$ cat src/rtl/autocorr_lag_seq.sv
`default_nettype none
// ============================================================================
// Module      : autocorr_lag_seq
// Description : Lag sequencer for the LPC autocorrelation datapath. Streams the
//               stored frame once per lag k = 0..K through the tapped shift
//               line and strobes the R[k] MAC clear/enable.
// Revision    : 1.0 - initial release
// ============================================================================
module autocorr_lag_seq #(
  parameter int FRAME_LEN = 160,
  parameter int NUM_LAGS  = 11,
  parameter int ADDR_W    = 8
) (
  input  logic                clk,
  input  logic                rst,
  input  logic                start,
  input  logic [3:0]          order,
  input  logic                abort,
  output logic [NUM_LAGS-1:0] tap,
  output logic                rd_en,
  output logic [ADDR_W-1:0]   rd_addr,
  output logic                acc_clr,
  output logic                acc_en,
  output logic                lag_valid,
  output logic [3:0]          lag_idx,
  output logic                busy,
  output logic                done
);

  typedef enum logic [2:0] {
    S_IDLE   = 3'd0,
    S_CLEAR  = 3'd1,
    S_STREAM = 3'd2,
    S_DRAIN  = 3'd3,
    S_COMMIT = 3'd4,
    S_DONE   = 3'd5
  } state_t;

  localparam logic [3:0]          c_k_max     = 4'(NUM_LAGS - 1);
  localparam logic [ADDR_W-1:0]   c_addr_last = ADDR_W'(FRAME_LEN - 1);
  localparam logic [NUM_LAGS-1:0] c_tap_one   = NUM_LAGS'(1);

  state_t              r_state, w_state;
  logic [3:0]          r_kmax, w_kmax;
  logic [3:0]          r_k, w_k;
  logic [ADDR_W-1:0]   r_addr, w_addr;
  logic [NUM_LAGS-1:0] r_tap, w_tap;
  logic                r_rd_en, w_rd_en;
  logic                r_acc_clr, w_acc_clr;
  logic                r_acc_en, w_acc_en;
  logic                r_lag_valid, w_lag_valid;
  logic                r_busy, w_busy;
  logic                r_done, w_done;

  always_comb begin
    w_state     = r_state;
    w_kmax      = r_kmax;
    w_k         = r_k;
    w_addr      = '0;
    w_tap       = '0;
    w_rd_en     = 1'b0;
    w_acc_clr   = 1'b0;
    w_lag_valid = 1'b0;
    w_busy      = 1'b0;
    w_done      = 1'b0;
    // Samples with index below k would pair with stale line contents from the previous lag.
    w_acc_en    = r_rd_en && (r_addr >= {{(ADDR_W-4){1'b0}}, r_k});

    case (r_state)
      S_IDLE: begin
        if (start && !abort) begin
          w_state   = S_CLEAR;
          w_kmax    = (order > c_k_max) ? c_k_max : order;
          w_k       = 4'd0;
          w_tap     = c_tap_one;
          w_acc_clr = 1'b1;
          w_busy    = 1'b1;
        end
      end
      S_CLEAR: begin
        w_state = S_STREAM;
        w_rd_en = 1'b1;
        w_tap   = r_tap;
        w_busy  = 1'b1;
      end
      S_STREAM: begin
        w_tap  = r_tap;
        w_busy = 1'b1;
        if (r_addr == c_addr_last) begin
          w_state = S_DRAIN;
        end else begin
          w_rd_en = 1'b1;
          w_addr  = r_addr + ADDR_W'(1);
        end
      end
      S_DRAIN: begin
        // Tap is held so the final read, arriving a cycle late, still pairs correctly.
        w_state     = S_COMMIT;
        w_lag_valid = 1'b1;
        w_tap       = r_tap;
        w_busy      = 1'b1;
      end
      S_COMMIT: begin
        w_busy = 1'b1;
        if (r_k == r_kmax) begin
          w_state = S_DONE;
          w_done  = 1'b1;
        end else begin
          w_state   = S_CLEAR;
          w_k       = r_k + 4'd1;
          w_tap     = c_tap_one << w_k;
          w_acc_clr = 1'b1;
        end
      end
      S_DONE: begin
        w_state = S_IDLE;
        w_k     = 4'd0;
      end
      default: begin
        w_state = S_IDLE;
        w_k     = 4'd0;
      end
    endcase

    if (abort && (r_state != S_IDLE)) begin
      w_state     = S_IDLE;
      w_k         = 4'd0;
      w_addr      = '0;
      w_tap       = '0;
      w_rd_en     = 1'b0;
      w_acc_clr   = 1'b0;
      w_acc_en    = 1'b0;
      w_lag_valid = 1'b0;
      w_busy      = 1'b0;
      w_done      = 1'b0;
    end
  end

  always_ff @(posedge clk or posedge rst) begin
    if (rst) begin
      r_state     <= S_IDLE;
      r_kmax      <= 4'd0;
      r_k         <= 4'd0;
      r_addr      <= '0;
      r_tap       <= '0;
      r_rd_en     <= 1'b0;
      r_acc_clr   <= 1'b0;
      r_acc_en    <= 1'b0;
      r_lag_valid <= 1'b0;
      r_busy      <= 1'b0;
      r_done      <= 1'b0;
    end else begin
      r_state     <= w_state;
      r_kmax      <= w_kmax;
      r_k         <= w_k;
      r_addr      <= w_addr;
      r_tap       <= w_tap;
      r_rd_en     <= w_rd_en;
      r_acc_clr   <= w_acc_clr;
      r_acc_en    <= w_acc_en;
      r_lag_valid <= w_lag_valid;
      r_busy      <= w_busy;
      r_done      <= w_done;
    end
  end

  assign tap       = r_tap;
  assign rd_en     = r_rd_en;
  assign rd_addr   = r_addr;
  assign acc_clr   = r_acc_clr;
  assign acc_en    = r_acc_en;
  assign lag_valid = r_lag_valid;
  assign lag_idx   = r_k;
  assign busy      = r_busy;
  assign done      = r_done;

endmodule
`default_nettype wire
$ cat config.mk
export PLATFORM = sky130hd
export DESIGN_NAME = autocorr_lag_seq
export DESIGN_NICKNAME = d
export VERILOG_FILES = /design/src/rtl/autocorr_lag_seq.sv
export SDC_FILE = /design/constraint.sdc
export NUM_CORES = 1
export LEC_CHECK = 0
export CAP_MARGIN = 20
export CORE_MARGIN = 4
export CORE_UTILIZATION = 51
export DETAILED_ROUTE_END_ITERATION = 8
export PLACE_DENSITY = 0.79
export SLEW_MARGIN = 20
export SYNTH_ARGS = -nofsm -noshare
export SYNTH_HDL_FRONTEND = slang
export SYNTH_SLANG_ARGS = --single-unit
$ cat constraint.sdc
create_clock -name clk -period 1.8 [get_ports clk]
set_clock_uncertainty 0.05 [all_clocks]
set_input_delay 0.54 -clock clk [delete_from_list [all_inputs] [get_ports clk]]
set_output_delay 0.54 -clock clk [all_outputs]
set_load 0.05 [all_outputs]
* Word level (Yosys, flattened, before mapping)
Cells that the tools add are included.
** Word-level totals
- Bits in latches :: 0
- Output and inout bits :: 29
- RAM bits :: 0
- Memories :: 0
- Bits of input ports :: 8
- Bits in read-only memories :: 0
- Word-level logic and storage cells :: 69
- Register bits after elaboration :: 36
** Operators by class
- Multiplexer cells :: 32
- Shift-type cells :: 1
- Divide/modulo/power cells :: 0
- $mul :: 0
- Magnitude comparators :: 2
- Reductions and logical operators :: 11
- Eq/ne operators :: 10
- Bitwise operators :: 0
- Add/sub/neg operators :: 2
** Operators by type and width (count)
- $pmux 11 s3 :: 1
- $mux 8 :: 3
- $mux 11 :: 2
- $mux 4 :: 4
- $pmux 3 s5 :: 1
- $mux 1 :: 13
- $mux 3 :: 4
- $pmux 4 s3 :: 1
- $shl 1x4->11 const A :: 1
- $ne 3x3->1 const B :: 3
- $add 8x1->8 const B :: 1
- $eq 8x8->1 const B :: 1
- $ge 8x4->1 :: 1
- $eq 3x2->1 const B :: 2
- $pmux 1 s2 :: 3
- $add 4x1->4 const B :: 1
- $eq 4x4->1 :: 1
- $gt 4x4->1 const B :: 1
- $reduce_and 2->1 :: 2
- $reduce_or 4->1 :: 1
- $eq 3x1->1 const B :: 1
- $eq 3x3->1 const B :: 1
- $logic_and 1x1->1 :: 3
- $logic_not 3->1 :: 1
- other kinds (5) :: 5

* Depth between registers and ports, before layout
- Depth after elaboration :: 5
- Mapped depth :: 6
- Depth with buffers taken out :: 6

* Least setup slack after synthesis
No wires, ideal clock.
- Kind :: reg-to-reg
- Start point :: reg r_k[3], in the netlist lag_idx[3]
- End point :: reg r_k[2], in the netlist lag_idx[2]
- Data required time :: 1626 ps
- Setup time :: 124 ps
- Arrival time :: 1728 ps
- Clock period less this slack :: 1902 ps
- Setup slack :: -102 ps
- Stages on the path, launching flop included :: 6
- Path through :: dfrtp_1 -> buf_2 -> xnor2_1 -> a41oi_4 -> and3_1 -> a211o_1
** Between the ends
- Cells in the longest elaborated chain, start to end :: 3
** Ends and longest elaborated chain
- start: declaration :: RTL line 45 : logic [3:0] r_k, w_k;
- start signal: assignment :: RTL line 155 : r_k <= w_k;
- $eq 4x4->1 :: RTL line 105 : if (r_k == r_kmax) begin
- $ne 3x3->1 (no line)
- $reduce_and 3->1 (no line)
No other way between the ends.
A chain may end at the register's enable or synchronous reset.

* Final worst setup path
- Start point :: reg r_state[0]
- End point :: reg r_k[2], in the netlist lag_idx[2]
** Between the ends
- Cells in the longest elaborated chain, start to end :: 4
- Elaborated cells between the ends (all ways) :: 14
- Those cells by class :: eq/ne (7); mux (2); reduce/logical (5)
** Ends and longest elaborated chain
- start: declaration :: RTL line 43 : state_t r_state, w_state;
- start signal: assignment :: RTL line 153 : r_state <= w_state;
- $eq 3x2->1 (tied with other cells) :: RTL line 69 : case (r_state)
- $reduce_or 3->1 (no line) or $logic_and 1x1->1 (tied branches)
- $pmux 4 s3 (tied with other cells) :: RTL line 69
- $mux 4 or $reduce_and 3->1 (tied branches)
Parallel ways exist; a longest one is shown, timed or not.

==> impl_metrics.toml <==
[timing]
slew_violations = 0
tns_ns = 0
setup_viol = 0
tightestPinTransition_ns = 0.5164
finalCritPeriodShare_pct = 97.98
slew-limit-headroom_pct = 65.41
max_freq_ghz = 0.5670
period_needed_ns = 1.764
hold_viol_final = 0

[logic_synthesis]
syn-cell-area_um2 = 1832
postSynth.asyncResetShare_pct = 100.0
synth_seq_cells = 36
yosys-top-cells-area = "dfrtp_1 (49%), ha_1 (6.8%), nand2_1 (5.5%), o21ai_0 (3.6%), xnor2_1 (3.3%)"
syn-num-nets = 206
yosys_warnings = 0
synth_seq_area_share_pct = 49.18
synth_enable_flop_cells = 0
synth-main-ff-cell = "dfrtp_1"
yosysMostFrequentCell = "dfrtp_1"
yosysTopAreaCell = "dfrtp_1"
synth.avg_cell_area_um2 = 9.743
syn_inst = 188
synthDistinctLibCells = 38
synth_commonest_cells = "dfrtp_1 (36), nand2_1 (27), nor2_1 (15)"
synth_top_area_share_pct = 49.18

[floorplan]
die_y_um = 67.93
num_rows = 21
boundaryPins = 37
die_x_um = 67.93
die_area_um2 = 4614
core_region_area_um2 = 3390
start_util_pct = 54.04

[run_status]
outcome = "complete, no violations"

[global_route]
antenna_found_initial = 0
grt_pass1_wl_um = 8017
grt_usage_pct = 23.81
first_global_vias = 1697
grt_max_degree = 37
grt_overflow = 0

[worst_setup_path]
crit_path_start_kind = "register"
endpoint_kind = "register"
cp_max_fo = 7
reg2reg_to = "lag_idx[2]"
r2r.worst_path.cells = 4
crit_required_ns = 2.04
critPathArrivalTime_ns = 2.00
rrSetupSlack_ns = 0.04
critical_path_class = "register to register"
rr_startpoint = "r_state[0]"

[route]
drt_iter0_markers = 111
drcViolationCount = 0
viasPerCell = 5.735
wl_per_cell_um = 17.36
totalWireLength_um = 5053
vias = 1669
firstDrtPassIters = 4
ant_nets = 0

[final_layout]
design_area_um2 = 2783
drive_gt1_share_pct = 32.24
syn2layout_area_growth_pct = 51.91
multi_input_area_um2 = 915.9
n_antenna_cell = 0
ff_latch_area_um2 = 909.6
fillCellCount = 182
final_cells = 291
nNetsFinal = 262

[placed_design]
gp_congestion = 0.9270
place_hpwl_um = 3694
place_inst = 277
portBuffers = 36
placed_area_um2 = 2633

[clocking]
clock_path_buffers = 2
cts-root-buf = "clkbuf_4"
clk_latency_ns = 0.34
cts_buffers = 5
cts_htree_levels = 2
path_clk_slew_ns = 0.11
cts.sinks = 36
cts_tree = "yes"
hold_buffers = 0

[pwr]
p_per_area_nw_per_um2 = 664.4
p_leak_nw = 1.215
irDropWorstVdd_mv = 0.4596

[run]
maxCapViolCount = 0

[hold_path]
holdCritPathClass = "input pin to asynchronous set/reset pin"
==> worst max-delay path, cell delays in order, from the launching register on <==
cell	delay, ns
dfrtp_2	0.44
or4b_4	0.56
a41oi_4	0.33
and3_1	0.22
a211o_1	0.11
==> sequential cells by signal, summed over array words and instances, names as in the netlist <==
name       cells
acc_en         1
busy           1
done           1
r_state        3
rd_en          1
rd_addr        8
lag_valid      1
acc_clr        1
r_kmax         4
lag_idx        4
tap           11
==> routing by layer <==
layer / routed length [um] / vias to the layer above / track usage [%]
met1: 1846 / 817 / 25.93
met4: 116 / 0 / 8.189
met3: 273 / 12 / 6.076
met5: 0 / - / 0
li1: - / 770 / -
met2: 2817 / 70 / 44.28
==> through the flow <==
step	power [mW]	worst slack, ns	hold WS [ns]	util [%]
2_1_floorplan	1.165	-0.02489	0.4202	-
3_3_place_gp	1.334	-0.4070	0.4381	77.67
3_5_place_dp	1.355	-0.5665	0.4654	77.67
4_1_cts	1.815	0.000007994	0.4866	80.55
5_1_grt	1.940	-0.02726	0.4927	82.10
6_report	1.849	0.03628	0.4876	82.10
==> where the power goes <==
part,internal (mW),total [mW],switching [mW]
registers,0.853,0.913,0.0591
clock network,0.186,0.448,0.262
logic,0.223,0.488,0.265
==> cells by family (layout without fill, tap and decap cells) <==
family | after synthesis | in the layout | share of synthesized area, %
flip-flops | 36 | 36 | 49.18
adder cells (fa/ha/maj) | 10 | 10 | 6.831
AND/OR/NAND/NOR | 75 | 75 | 19.88
multiplexers | 2 | 2 | 1.161
buffers and inverters | 14 | 71 | 3.484
XOR/XNOR | 10 | 10 | 4.782
AO/OA/AOI/OAI | 41 | 41 | 14.69
==> worst max path at each step <==
stage	slack, ns	to	startpoint	cells past startpoint
finish	0.04	lag_idx[2]	r_state[0]	4
global route	-0.03	lag_idx[0]	start	5
CTS	0.000008	lag_idx[2]	r_state[1]	4
detailed placement	-0.57	tap[3]	abort	5
global placement	-0.41	tap[0]	abort	5
floorplan	-0.02	lag_idx[2]	abort	5
==> layout make-up <==
type                            count  area share, %
Multi-Input combinational cell    138          32.91
Sequential cell                    36          32.69
Timing Repair Buffer               56          29.18
Tap cell                           46          2.068
Clock buffer                        6          1.844
Inverter                            7         0.9442
Clock inverter                      2         0.3597
==> placed cells by master (no fill, tap or decap), types with 6 or more instances in the layout <==
master           instances
o21ai_0                  7
nand3_1                  8
nor3_1                   6
nor2_1                  15
a21oi_1                  8
dfrtp_2                  7
nand2_1                 23
buf_4                   19
clkdlybuf4s50_1          6
ha_1                    10
inv_1                    7
o21ai_1                  9
dfrtp_1                 29
buf_12                  30
==> timing repair <==
action / in CTS / in global routing
pin swaps: 2 / 0
setup endpoints to repair: 12 / 16
buffers inserted: 3 / 3
resized for setup: 9 / 7
Note: power is estimated with default switching activity, not from simulation.
